[src/rtl/uart_tx_fifo.sv]
// Debug UART transmitter: a small byte FIFO drained as 8N1 frames, LSB first.
// state | meaning: IDLE line high, pop when FIFO holds data | START start bit | DATA 8 data bits | STOP stop bit
module uart_tx_fifo #(
  parameter int CLKS_PER_BIT = 868,
  parameter int FIFO_DEPTH   = 16,
  parameter int CNT_W        = 5
) (
  input  logic             clk,
  input  logic             rst_n,
  input  logic             wr_en,
  input  logic [7:0]       wr_data,
  output logic             full,
  output logic [CNT_W-1:0] level,
  output logic             tx,
  output logic             busy
);

  localparam int AW   = $clog2(FIFO_DEPTH);
  localparam int BT_W = $clog2(CLKS_PER_BIT);

  typedef enum logic [1:0] {
    IDLE  = 2'd0,
    START = 2'd1,
    DATA  = 2'd2,
    STOP  = 2'd3
  } state_t;

  state_t            state_q;
  logic [7:0]        mem_q [FIFO_DEPTH];
  logic [AW-1:0]     wr_ptr_q;
  logic [AW-1:0]     rd_ptr_q;
  logic [CNT_W-1:0]  level_q;
  logic [CNT_W-1:0]  level_d;
  logic              full_q;
  logic              full_d;
  logic [BT_W-1:0]   bt_q;
  logic [2:0]        bi_q;
  logic [7:0]        sh_q;
  logic              tx_q;
  logic              busy_q;
  logic              push;
  logic              pop;
  logic              bt_last;

  // push looks at the registered full, so a same-edge pop never makes room for it
  assign push    = wr_en && !full_q;
  assign pop     = (state_q == IDLE) && (level_q != '0);
  assign bt_last = (bt_q == BT_W'(CLKS_PER_BIT - 1));

  always_comb begin
    level_d = level_q;
    if (push && !pop) begin
      level_d = level_q + CNT_W'(1);
    end else if (pop && !push) begin
      level_d = level_q - CNT_W'(1);
    end
    full_d = (level_d == CNT_W'(FIFO_DEPTH));
  end

  always_ff @(posedge clk) begin
    if (push) begin
      mem_q[wr_ptr_q] <= wr_data;
    end
  end

  always_ff @(posedge clk or negedge rst_n) begin
    if (!rst_n) begin
      wr_ptr_q <= '0;
      rd_ptr_q <= '0;
      level_q  <= '0;
      full_q   <= 1'b0;
    end else begin
      if (push) begin
        wr_ptr_q <= wr_ptr_q + AW'(1);
      end
      if (pop) begin
        rd_ptr_q <= rd_ptr_q + AW'(1);
      end
      level_q <= level_d;
      full_q  <= full_d;
    end
  end

  // tx and busy trail the state by one register stage
  always_ff @(posedge clk or negedge rst_n) begin
    if (!rst_n) begin
      state_q <= IDLE;
      bt_q    <= '0;
      bi_q    <= '0;
      sh_q    <= '0;
      tx_q    <= 1'b1;
      busy_q  <= 1'b0;
    end else begin
      case (state_q)
        IDLE: begin
          if (pop) begin
            sh_q    <= mem_q[rd_ptr_q];
            bt_q    <= '0;
            state_q <= START;
          end
        end
        START: begin
          if (bt_last) begin
            bt_q    <= '0;
            bi_q    <= '0;
            state_q <= DATA;
          end else begin
            bt_q <= bt_q + BT_W'(1);
          end
        end
        DATA: begin
          if (bt_last) begin
            sh_q <= {1'b0, sh_q[7:1]};
            bt_q <= '0;
            if (bi_q == 3'd7) begin
              state_q <= STOP;
            end else begin
              bi_q <= bi_q + 3'd1;
            end
          end else begin
            bt_q <= bt_q + BT_W'(1);
          end
        end
        STOP: begin
          if (bt_last) begin
            bt_q    <= '0;
            state_q <= IDLE;
          end else begin
            bt_q <= bt_q + BT_W'(1);
          end
        end
        default: state_q <= IDLE;
      endcase

      case (state_q)
        START:   tx_q <= 1'b0;
        DATA:    tx_q <= sh_q[0];
        default: tx_q <= 1'b1;
      endcase
      busy_q <= (state_q != IDLE);
    end
  end

  assign full  = full_q;
  assign level = level_q;
  assign tx    = tx_q;
  assign busy  = busy_q;

endmodule

[config.mk]
export PLATFORM = sky130hd
export DESIGN_NAME = uart_tx_fifo
export DESIGN_NICKNAME = d
export VERILOG_FILES = /design/src/rtl/uart_tx_fifo.sv
export SDC_FILE = /design/constraint.sdc
export NUM_CORES = 1
export LEC_CHECK = 0
export CAP_MARGIN = 20
export CORE_ASPECT_RATIO = 0.75
export CORE_MARGIN = 3
export CORE_UTILIZATION = 40
export DETAILED_ROUTE_END_ITERATION = 6
export PLACE_DENSITY = 0.62
export SETUP_SLACK_MARGIN = 0.3
export SLEW_MARGIN = 10
export SYNTH_ARGS = -nofsm -noshare
export SYNTH_HDL_FRONTEND = slang
export SYNTH_SLANG_ARGS = --single-unit
export TNS_END_PERCENT = 30
[constraint.sdc]
create_clock -name clk -period 1.7 [get_ports clk]
set_input_delay 0.255 -clock clk [delete_from_list [all_inputs] [get_ports clk]]
set_output_delay 0.255 -clock clk [all_outputs]
set_load 0.01 [all_outputs]
==> flow_metrics.py <==
metrics = {
    "timing": {
        "final.setup_skew_ps": 10.6,
        "clock.fmax_mhz": 543,
        "maxSlewViolCount": 0,
        "rsz0062_at_grt": "yes",
        "fin_crit_ps": 1840,
        "fin_crit_sh_pct": 108,
        "worstMarginPinSlew_ps": 550,
        "setup_violations": 13,
        "setup_ws_ps": -141,
        "slew_headroom_pct": 63.4,
        "hold_viol_final": 0,
    },
    "status": {
        "violations": "negative setup slack",
        "outcome": "finished, violations left",
    },
    "power_and_ir_drop": {
        "ir_drop_mv": 0.902,
        "p_leak_nw": 3.31,
        "p_per_area_mw_per_mm2": 1130,
    },
    "finish": {
        "area_growth_pct": 32.7,
        "n_antenna_cell": 0,
        "multi_input_area_sq_mm": 0.00255,
        "nFillCells": 1339,
        "final_cells": 807,
        "fin_nets": 584,
        "seq_area_sq_mm": 0.00483,
        "final_util_pct": 55.0,
        "drive_gt1_share_pct": 43.3,
    },
    "synthesis": {
        "synth_nets": 470,
        "syn_area_per_cell_sq_um": 15.9,
        "yosys.area.top_type": "edfxtp_1",
        "synth.top_cell.area_share_pct": 54.5,
        "ys_seq_elements": 167,
        "yosys-top-cells-area": "edfxtp_1 (54%), dfrtp_1 (13%), mux4_2 (6.1%), mux2i_1 (4.3%), ha_1 (2.7%)",
        "synth_edf_count": 128,
        "synthCells": 444,
        "synth_common_cells": "edfxtp_1 (128), dfrtp_1 (38), mux2i_1 (30), nand2_1 (26), and2_1 (20)",
        "synth-seq-area-share_pct": 68.3,
        "yosysMostFrequentCell": "edfxtp_1",
        "synth_ff_type": "edfxtp_1",
        "async_flop_share_pct": 23.4,
        "yosysUniqueCellTypes": 52,
        "syn_area_sq_mm": 0.00706,
        "ys_warn_count": 0,
    },
    "placement": {
        "dp.cells": 757,
        "globalplace.congestion": 0.814,
        "io_buffers": 18,
        "place_hpwl_microns": 10400,
    },
    "floorplan": {
        "initial_core_util_pct": 41.4,
        "io_pins": 19,
        "row_count": 41,
        "die_h_microns": 121,
        "die_w_microns": 159,
        "die_area_sq_mm": 0.0193,
        "core_sq_mm": 0.0170,
    },
    "setup_path": {
        "r2r_start": "rd_ptr_q[0]",
        "path_class": "flip-flop to flip-flop",
        "crit_family": "multiplexers",
        "path_cells": "buf_12 -> mux4_2 -> mux4_2 -> nand3b_1 -> o21ai_1",
        "worstPathArrival_ps": 2150,
        "reg2reg_slack_ps": -140,
        "critical_path_buf_inv_count": 1,
        "r2r_end": "sh_q[7]",
        "ff2ff_path_depth": 5,
        "cp_max_fo": 12,
        "crit_cells": 5,
        "cpMostUsedCell": "mux4_2",
        "startpoint_type": "flip-flop",
        "end_kind": "flip-flop",
        "endpoint": "sh_q[7]",
        "critPathMaxStageDelay_ps": 540,
        "startpoint": "rd_ptr_q[0]",
        "crit_required_ps": 2010,
        "crit_slowest_cell": "mux4_2",
    },
    "clock_network": {
        "h-tree-depth": 4,
        "cts_buffer_depth": 2,
        "cts_tree": "yes",
        "cts_root_buf": "clkbuf_16",
        "clock-sinks": 167,
        "cts_made_buffers": 17,
        "insertion_delay_ps": 430,
        "clkTransAtPathRegs_ps": 70,
    },
    "global_route": {
        "met2_usage_pct": 25.6,
        "globalRouteOverflowTotal": 0,
        "grt_max_degree": 25,
        "grt_pass1_vias": 4265,
        "grtUsageTotal_pct": 16.8,
        "grt_pass1_wl_microns": 24300,
        "busiest_layer": "met2",
        "met1_usage_pct": 24.1,
        "gr-usage-met3_pct": 4.16,
        "antenna_found_initial": 0,
    },
    "drt": {
        "dr.first_iter.drc_count": 330,
        "drc": 0,
        "vias_per_cell": 5.23,
        "routed_wirelength_microns": 15900,
        "firstDrtPassIters": 5,
        "ant_nets": 0,
        "via_count": 4217,
        "wl_per_cell_microns": 19.7,
    },
    "run": {
        "maxCapViolations": 0,
    },
    "worst_hold_path": {
        "holdCritPathClass": "primary input to async pin",
    },
}
==> how the worst min path moves through the flow <==
stage | end | slack, ps
after detailed placement | bt_q[3] | 280
final | bt_q[3] | 350
after floorplan | bi_q[0] | -40
after global placement | bt_q[3] | 260
after CTS | bt_q[3] | 360
after global routing | bt_q[3] | 390
==> timing repair <==
item,4_1_cts,5_1_grt
cloned,1,1
gates resized for setup,111,33
pin swaps,19,23
setup endpoints to repair,169,161
hold buffers,1,0
setup buffers,7,8
endpoints found under the hold margin,21,0
==> sequential cells by signal, indices dropped and copies added, names as in the netlist <==
register and count:
level 5, tx 1, busy 1, sh_q 8, wr_ptr_q 4, mem_q 128, full 1, bi_q 3
bt_q 10, rd_ptr_q 4, state_q 2
==> per-layer routing <==
metal  routed length (microns)  vias up
li1                          -     1956
met1                      7490     2133
met2                      7420      113
met3                       830       15
met4                       179        0
met5                         0        -
==> logic make-up (layout without fill, tap and decap cells) <==
group                    after synthesis  after routing  synth area share (%)
AO/OA/AOI/OAI                         79             80                  7.64
XOR/XNOR                              12             12                  1.49
adder cells (fa/ha/maj)               16             16                  2.80
buffers and inverters                 31            157                  2.11
flip-flops                           167            167                  68.3
multiplexers                          51             51                  10.6
AND/OR/NAND/NOR                       88             88                  7.00
==> cell usage in the layout (no fill, tap or decap), types with 8 or more instances in the layout <==
master           instances
a22oi_2                  8
and2_4                  18
buf_12                  13
buf_4                   67
buf_6                   13
clkbuf_16               17
clkdlybuf4s50_1          9
dfrtp_1                 33
edfxtp_1               128
ha_1                     8
inv_1                    8
mux2i_1                 29
mux4_2                  19
nand2_1                 20
xnor2_1                  8
==> through the flow <==
stage               setup WS, ps  total power (W)  setup TNS (ps)  hold slack [ps]  instance area (sq um)
floorplan                   -119          0.00589            -460            -40.6                   7130
global placement            -253          0.00674          -13670              263                   8230
detailed placement          -355          0.00678          -16480              276                   8230
CTS                         -137           0.0106            -677              355                   9160
global route                -193           0.0110           -2320              389                   9360
finish                      -141           0.0105            -721              347                   9360
==> power breakdown <==
group	internal [W]	total, W	leakage, nW	switching [W]
Combinational	0.000913	0.00190	1.42	0.000985
Sequential	0.00484	0.00503	1.63	0.000190
Clock	0.00209	0.00361	0.264	0.00152
Total	0.00784	0.0105	3.31	0.00269
==> final cells by class <==
cell class | count | area share, %
clock buffer | 24 | 5.04
clock inverter | 8 | 0.829
inverter | 11 | 0.441
multi-input combinational | 247 | 27.3
sequential | 167 | 51.6
tap | 236 | 3.15
timing repair buffer | 114 | 11.7
(Power assumes the default switching activity.)
